===== config.mk =====
export PLATFORM = sky130hd
export DESIGN_NAME = model_ntm_vector_controller
export DESIGN_NICKNAME = d
export VERILOG_FILES = /design/src/rtl/model_ntm_vector_controller.sv
export SDC_FILE = /design/constraint.sdc
export NUM_CORES = 1
export LEC_CHECK = 0
export CAP_MARGIN = 20
export CORE_MARGIN = 3
export CORE_UTILIZATION = 44
export CTS_CLUSTER_DIAMETER = 100
export CTS_CLUSTER_SIZE = 20
export DETAILED_ROUTE_END_ITERATION = 10
export PLACE_DENSITY = 0.8
export SLEW_MARGIN = 25
export SYNTH_ARGS = -nofsm -noshare
export SYNTH_HDL_FRONTEND = slang
export SYNTH_SLANG_ARGS = --single-unit

===== constraint.sdc =====
create_clock -name CLK -period 10.68 [get_ports CLK]
set_input_delay 2.136 -clock CLK [delete_from_list [all_inputs] [get_ports CLK]]
set_output_delay 2.136 -clock CLK [all_outputs]
set_load 0.01 [all_outputs]

===== src/rtl/model_ntm_vector_controller.sv =====
// Runs one shared scalar arithmetic core element by element over a vector of operand pairs.
// Optional watchdog on the scalar core: define MODEL_NTM_VECTOR_CONTROLLER_TIMEOUT_EN.
module model_ntm_vector_controller #(
  parameter int DATA_SIZE      = 64,
  parameter int CONTROL_SIZE   = 4,
  parameter int TIMEOUT_CYCLES = 256
) (
  input  logic                    CLK,
  input  logic                    RST,
  input  logic                    START,
  output logic                    READY,
  input  logic [CONTROL_SIZE-1:0] CONTROL_IN,
  input  logic [DATA_SIZE-1:0]    SIZE_IN,
  output logic                    DATA_IN_REQUEST,
  input  logic                    DATA_A_IN_ENABLE,
  input  logic                    DATA_B_IN_ENABLE,
  input  logic [DATA_SIZE-1:0]    DATA_A_IN,
  input  logic [DATA_SIZE-1:0]    DATA_B_IN,
  output logic                    DATA_OUT_ENABLE,
  output logic [DATA_SIZE-1:0]    DATA_OUT,
  output logic                    SCALAR_START,
  input  logic                    SCALAR_READY,
  output logic [CONTROL_SIZE-1:0] SCALAR_CONTROL,
  output logic [DATA_SIZE-1:0]    SCALAR_DATA_A,
  output logic [DATA_SIZE-1:0]    SCALAR_DATA_B,
  input  logic [DATA_SIZE-1:0]    SCALAR_DATA_IN,
  output logic                    ERROR
);

  typedef enum logic [1:0] {STARTER, INPUT, OPERATION, ENDER} state_t;

  localparam logic [DATA_SIZE-1:0] ONE = DATA_SIZE'(1);

  state_t                  state_q;
  logic [DATA_SIZE-1:0]    size_q;
  logic [DATA_SIZE-1:0]    index_q;
  logic [DATA_SIZE-1:0]    dataA_q;
  logic [DATA_SIZE-1:0]    dataB_q;
  logic [DATA_SIZE-1:0]    dataOut_q;
  logic [CONTROL_SIZE-1:0] control_q;
  logic                    haveA_q;
  logic                    haveB_q;
  logic                    ready_q;
  logic                    dataInRequest_q;
  logic                    dataOutEnable_q;
  logic                    scalarStart_q;

  logic haveA_d;
  logic haveB_d;
  logic lastElement;
  logic scalarAccept;

  assign haveA_d      = haveA_q | DATA_A_IN_ENABLE;
  assign haveB_d      = haveB_q | DATA_B_IN_ENABLE;
  assign lastElement  = (index_q == (size_q - ONE));
  // The core cannot legitimately answer in the same cycle it is started.
  assign scalarAccept = SCALAR_READY & ~scalarStart_q;

`ifdef MODEL_NTM_VECTOR_CONTROLLER_TIMEOUT_EN
  localparam int TW = (TIMEOUT_CYCLES > 1) ? $clog2(TIMEOUT_CYCLES) : 1;
  localparam logic [TW-1:0] TIMEOUT_LAST = TW'(TIMEOUT_CYCLES - 1);

  logic [TW-1:0] timer_q;
  logic          error_q;

  assign ERROR = error_q;
`else
  logic unusedTimeout;

  assign unusedTimeout = (TIMEOUT_CYCLES != 0);
  assign ERROR         = 1'b0;
`endif

  always_ff @(posedge CLK or posedge RST) begin
    if (RST) begin
      state_q         <= STARTER;
      size_q          <= '0;
      index_q         <= '0;
      dataA_q         <= '0;
      dataB_q         <= '0;
      dataOut_q       <= '0;
      control_q       <= '0;
      haveA_q         <= 1'b0;
      haveB_q         <= 1'b0;
      ready_q         <= 1'b0;
      dataInRequest_q <= 1'b0;
      dataOutEnable_q <= 1'b0;
      scalarStart_q   <= 1'b0;
`ifdef MODEL_NTM_VECTOR_CONTROLLER_TIMEOUT_EN
      timer_q         <= '0;
      error_q         <= 1'b0;
`endif
    end else begin
      ready_q         <= 1'b0;
      dataInRequest_q <= 1'b0;
      dataOutEnable_q <= 1'b0;
      scalarStart_q   <= 1'b0;
      case (state_q)
        STARTER: begin
          if (START) begin
            size_q    <= SIZE_IN;
            control_q <= CONTROL_IN;
            index_q   <= '0;
            haveA_q   <= 1'b0;
            haveB_q   <= 1'b0;
`ifdef MODEL_NTM_VECTOR_CONTROLLER_TIMEOUT_EN
            error_q   <= 1'b0;
`endif
            if (SIZE_IN == '0) begin
              ready_q <= 1'b1;
            end else begin
              dataInRequest_q <= 1'b1;
              state_q         <= INPUT;
            end
          end
        end
        INPUT: begin
          if (DATA_A_IN_ENABLE) dataA_q <= DATA_A_IN;
          if (DATA_B_IN_ENABLE) dataB_q <= DATA_B_IN;
          if (haveA_d && haveB_d) begin
            scalarStart_q <= 1'b1;
            haveA_q       <= 1'b0;
            haveB_q       <= 1'b0;
            state_q       <= OPERATION;
`ifdef MODEL_NTM_VECTOR_CONTROLLER_TIMEOUT_EN
            timer_q       <= '0;
`endif
          end else begin
            haveA_q <= haveA_d;
            haveB_q <= haveB_d;
          end
        end
        OPERATION: begin
          if (scalarAccept) begin
            dataOut_q <= SCALAR_DATA_IN;
            state_q   <= ENDER;
          end
`ifdef MODEL_NTM_VECTOR_CONTROLLER_TIMEOUT_EN
          // A hung core aborts the whole vector; the element result is dropped.
          else if (timer_q == TIMEOUT_LAST) begin
            error_q <= 1'b1;
            ready_q <= 1'b1;
            state_q <= STARTER;
          end else begin
            timer_q <= timer_q + TW'(1);
          end
`endif
        end
        ENDER: begin
          dataOutEnable_q <= 1'b1;
          if (lastElement) begin
            ready_q <= 1'b1;
            state_q <= STARTER;
          end else begin
            index_q         <= index_q + ONE;
            dataInRequest_q <= 1'b1;
            state_q         <= INPUT;
          end
        end
        default: state_q <= STARTER;
      endcase
    end
  end

  assign READY           = ready_q;
  assign DATA_IN_REQUEST = dataInRequest_q;
  assign DATA_OUT_ENABLE = dataOutEnable_q;
  assign DATA_OUT        = dataOut_q;
  assign SCALAR_START    = scalarStart_q;
  assign SCALAR_CONTROL  = control_q;
  assign SCALAR_DATA_A   = dataA_q;
  assign SCALAR_DATA_B   = dataB_q;

endmodule


-- Word-level counts from Yosys, hierarchy flattened
Index checks and enable logic that the tools add are counted.
- bits in registers: 332
- input port bits: 266
- output and inout port bits: 201
- word-level logic and storage cells: 65
- add/subtract/negate cells: 2
- equal/unequal tests: 9
- mux-type cells: 25
- bitwise logic cells: 4
- reductions and logical operators: 12
- operator list (kind ; count):
    $mux W64 ; 2
    $pmux W64 S2 ; 1
    $add A64 B1 Y64 const B ; 1
    $eq A64 B64 Y1 ; 1
    $logic_not A64 Y1 ; 1
    $sub A64 B1 Y64 const B ; 1
    $mux W1 ; 13
    $ne A2 B2 Y1 const B ; 5
    $reduce_and A2 Y1 ; 5
    $mux W2 ; 4
    $pmux W1 S2 ; 4
    $pmux W2 S4 ; 1
    $eq A2 B2 Y1 const B ; 2
    $reduce_and A4 Y1 ; 1
    $reduce_bool A2 Y1 ; 2
    $reduce_and A3 Y1 ; 1
    $eq A2 B1 Y1 const B ; 1
    $logic_not A2 Y1 ; 1
    $or A1 B1 Y1 ; 2
    $and A1 B1 Y1 ; 1
    $logic_and A1 B1 Y1 ; 1
    $not A1 Y1 ; 1

-- Logic depth before layout (Yosys ltp)
- depth in word-level cells: 4
- gate-level depth with buffers: 17
- mapped depth without buffers: 12

-- Worst setup path after synthesis
No wires, ideal clock.
- path kind: register to register
- start point: register size_q[0]
- end point: register index_q[3]
- library setup time: 77 ps
- arrival time: 3861 ps
- data required time: 10603 ps
- path slack: 6742 ps
- cell stages (with the launch flop): 18
- buffers on the path: 5
- clock period less this slack: 3938 ps
- path through: dfrtp_1 > inv_1 > ha_1 > clkbuf_1 > nor3b_2 > nand4_1 > or4_1 > clkbuf_1 > or4_1 > a22oi_2 > nand4_2 > nor3_2 > and4_4 > buf_6 > buf_6 > buf_8 > o21ai_2 > a21oi_2
- longest elaborated chain between the ends: 4
- RTL lines (element ; RTL line ; RTL):
    start: declaration ; 35 ; logic [DATA_SIZE-1:0] size_q;
    start signal: assignment ; 77 ; size_q <= '0;
    start signal: assignment ; 101 ; size_q <= SIZE_IN;
    $sub A64 B1 Y64 ; 55 ; assign lastElement = (index_q == (size_q - ONE));
    $eq A64 B64 Y1 ; 55 ;
    $ne A2 B2 Y1 (no line) ; n/a ;
    $reduce_and A3 Y1 (no line) ; n/a ;
    end signal: assignment ; 155 ; index_q <= index_q + ONE;
    end: declaration ; 36 ; logic [DATA_SIZE-1:0] index_q;
No other way between the ends.
A chain may end at the register's enable or synchronous reset.

-- Worst setup path after layout
- start point: register size_q[2]
- end point: register index_q[24]
Same word-level chain as after synthesis.

==> reports/results.txt <==
clock tree from TritonCTS - yes
wire length of the first global-routing pass - 92500 µm
count of input and output buffers - 465
library cell with the highest instance count after synthesis - sky130_fd_sc_hd__dfrtp_1
number of DRC violations after detailed routing - 0
worst min-delay path startpoint - SCALAR_DATA_A[45]
overall routing resource usage - 0.300
clock insertion delay at the later pin of the skew report - 0.56 ns
slew at the pin closest to its max-slew limit - 1.01 ns
post-detail-place hpwl - 49400 µm
Resized Gates After CTS - 0
RSZ-0062 raised after global routing - no
die outline area - 40300 µm²
postcts setup bufs - 0
Netlist cell types - 71
outcome - complete, no violations
time the worst path needs with I/O delays and setup - 5.02 ns
number of nets in the finished design - 2176
worst slew slack as a fraction of its limit - 0.324
via count - 14200
type of destination of the critical path - register
antenna violations before repair - 9
tightest hold margin - 0.508 ns
part of the Yosys area used for sequential elements - 0.498
syn avg cell area - 11.3 µm²
Core Region - 37000 µm²
startpoint types - register
Num Clock Sinks - 332
Post-Route WL - 62600 µm
Seq cells post-synth - 332
top-level port count - 467
CTS clk-pin slew, worst paths - 0.08 ns
most area-hungry cell type in the Yosys netlist - sky130_fd_sc_hd__dfrtp_1
average routed wire per standard cell - 26.0 µm
Final Hold Violating Endpoints - 0
total power consumption of the routed design - 5.91 mW
effective utilization at floorplan - 0.451
VDD IR max - 0.198 mV
Ys Warns - 0
post-synthesis net count - 1753
maximum fanout count along the critical path - 103
Area Overhead vs Synth - 33.9%
remaining number of nets flagged by the antenna check after routing - 0
class of the most critical setup path - reg -> reg
maximum clock path buffer count - 3
top_reg_cell synth - sky130_fd_sc_hd__dfrtp_1
hold_buf cts - 0
depth of the most critical reg-to-reg path - 10
Placement Rows - 70
total clock buffers created by CTS - 20
Detailed Routing Iterations Pass 1 - 5
Pwr Density - 264 nW/µm²
Area contributors post-synth - sky130_fd_sc_hd__dfrtp_1 (50%), sky130_fd_sc_hd__mux2_2 (18%), sky130_fd_sc_hd__xnor2_1 (2.8%), sky130_fd_sc_hd__nor4_1 (2.2%), sky130_fd_sc_hd__a21oi_1 (2.1%)
Reg2Reg Capture Point - index_q[24]
global route overflow - 0
die span in y - 201 µm
worst hold-check path type - reg -> reg
maximum number of pins on one net before global-route repair - 176
fraction of post-synthesis cell area in the top cell type by area - 0.498
Post-synth ARST share - 1.00
cell count after synthesis - 1481
required time of the critical path - 11.15 ns
share of the core filled with cells - 0.605
share of the clock period used by the worst path - 0.470
Die Width - 201 µm
Pleak - 8.65 nW
Maximum Capacitance Violations - 0
Final Setup Violations - 0
summed instance area of the synthesized netlist - 16700 µm²
highest attainable clock frequency - 0.199 GHz
ratio of cells with drive above 1 in the final layout - 0.182
most used standard cells in the synthesized netlist - sky130_fd_sc_hd__dfrtp_1 (332), sky130_fd_sc_hd__mux2_2 (261), sky130_fd_sc_hd__a21oi_1 (71), sky130_fd_sc_hd__nand2_1 (63), sky130_fd_sc_hd__clkbuf_1 (60)
worst-case clock skew - 0.0161 ns
routability-driven placement congestion ratio - 1.00
source of the worst register-to-register timing path - size_q[2]
via count of the first global-routing pass - 14000
Hold EP - SCALAR_DATA_A[45]
Vias/cell - 5.88
reg-to-reg setup timing slack - 5.66 ns
number of levels the H-tree was split into - 1
Final TNS setup - 0 ns
number of cells traversed by the worst hold path - 1
cell chosen for the clock root - sky130_fd_sc_hd__clkbuf_16
Iteration-0 DRC Markers - 1051
number of enable flip-flop cells after synthesis - 0
Crit path arrival time - 5.49 ns
max-slew violation count - 0
==> sequential cells by signal (all words and copies together) (netlist names) <==
| name | cells |
|---|---|
| DATA_OUT | 64 |
| SCALAR_DATA_A | 64 |
| SCALAR_DATA_B | 64 |
| index_q | 64 |
| size_q | 64 |
| SCALAR_CONTROL | 4 |
| state_q | 2 |
| DATA_IN_REQUEST | 1 |
| DATA_OUT_ENABLE | 1 |
| READY | 1 |
| SCALAR_START | 1 |
| haveA_q | 1 |
| haveB_q | 1 |
==> cell families (layout without fill, tap and decap cells) <==
family / count (synthesis) / after routing / share of synthesized area
buffers and inverters: 102 / 526 / 0.0265
AOI/OAI and AO/OA: 209 / 209 / 0.0793
adders and majority gates: 6 / 6 / 0.00450
DFF: 332 / 332 / 0.498
xor gates and xnor gates: 87 / 87 / 0.0457
muxes: 265 / 265 / 0.179
and+or+nand+nor: 479 / 479 / 0.167
other: 1 / 5 / 0.000225
==> placed cells by master (no fill, tap or decap), types with 10 or more instances in the layout <==
master	count
sky130_fd_sc_hd__a21oi_1	71
sky130_fd_sc_hd__a31oi_1	12
sky130_fd_sc_hd__and3_1	17
sky130_fd_sc_hd__buf_4	11
sky130_fd_sc_hd__clkbuf_16	20
sky130_fd_sc_hd__clkdlybuf4s50_1	465
sky130_fd_sc_hd__dfrtp_1	332
sky130_fd_sc_hd__inv_1	24
sky130_fd_sc_hd__mux2_2	261
sky130_fd_sc_hd__nand2_1	60
sky130_fd_sc_hd__nand2b_1	10
sky130_fd_sc_hd__nand3_1	46
sky130_fd_sc_hd__nand4_1	53
sky130_fd_sc_hd__nor2_1	51
sky130_fd_sc_hd__nor3_1	40
sky130_fd_sc_hd__nor4_1	57
sky130_fd_sc_hd__o21ai_0	40
sky130_fd_sc_hd__o31ai_1	18
sky130_fd_sc_hd__or3_1	49
sky130_fd_sc_hd__or4_1	30
sky130_fd_sc_hd__xnor2_1	53
sky130_fd_sc_hd__xor2_1	34
==> power breakdown <==
part	leakage [nW]	total [mW]	internal (mW)	switching (mW)
registers	4.07	2.35	1.78	0.567
clock network	0.262	0.778	0.342	0.436
logic	4.32	2.78	1.50	1.28
total	8.65	5.91	3.62	2.29
==> metal layers <==
layer,vias up,share of wire,global-route usage
met3,105,0.080,0.0838
met5,-,0.0013,0
li1,6338,-,-
met2,622,0.48,0.498
met4,10,0.036,0.0898
met1,7121,0.40,0.386
==> layout make-up <==
| cell class | instances | area (µm²) |
|---|---|---|
| clock buffer | 20 | 500 |
| antenna | 4 | 10.0 |
| clock inverter | 3 | 42.5 |
| fill | 3018 | 14600 |
| multi-input combinational | 1047 | 7970 |
| timing repair buffer | 478 | 4780 |
| inverter | 25 | 97.6 |
| sequential | 332 | 8310 |
| tap | 504 | 631 |
==> per-stage QoR <==
step / cells / setup WS, ns / area, µm²
6_report: 2413 / 5.66 / 22300
5_1_grt: 2411 / 5.24 / 22300
4_1_cts: 2408 / 5.77 / 22300
3_5_place_dp: 2385 / 5.58 / 21800
3_3_place_gp: 2385 / 5.67 / 21800
2_1_floorplan: 1481 / 4.11 / 16700
==> worst max-delay path by stage <==
stage,start,to,slack [ns],cells past startpoint
2_1_floorplan,RST,DATA_IN_REQUEST,4.11,1
3_3_place_gp,START,index_q[14],5.67,8
3_5_place_dp,START,index_q[14],5.58,8
4_1_cts,size_q[2],index_q[18],5.77,10
5_1_grt,size_q[2],index_q[24],5.24,10
6_report,size_q[2],index_q[24],5.66,10
==> worst max-delay path, cell delays in order (launching register included) <==
cell	delay [ns]
sky130_fd_sc_hd__dfrtp_1	0.52
sky130_fd_sc_hd__or4_1	0.62
sky130_fd_sc_hd__nor4_1	0.69
sky130_fd_sc_hd__nand2_1	0.52
sky130_fd_sc_hd__nor4b_1	0.51
sky130_fd_sc_hd__xnor2_1	0.23
sky130_fd_sc_hd__nand4_1	0.15
sky130_fd_sc_hd__nor4_1	0.28
sky130_fd_sc_hd__and4_4	0.95
sky130_fd_sc_hd__o21ai_0	0.25
sky130_fd_sc_hd__a21oi_1	0.17
No activity file was read; power rests on OpenSTA's default activity.
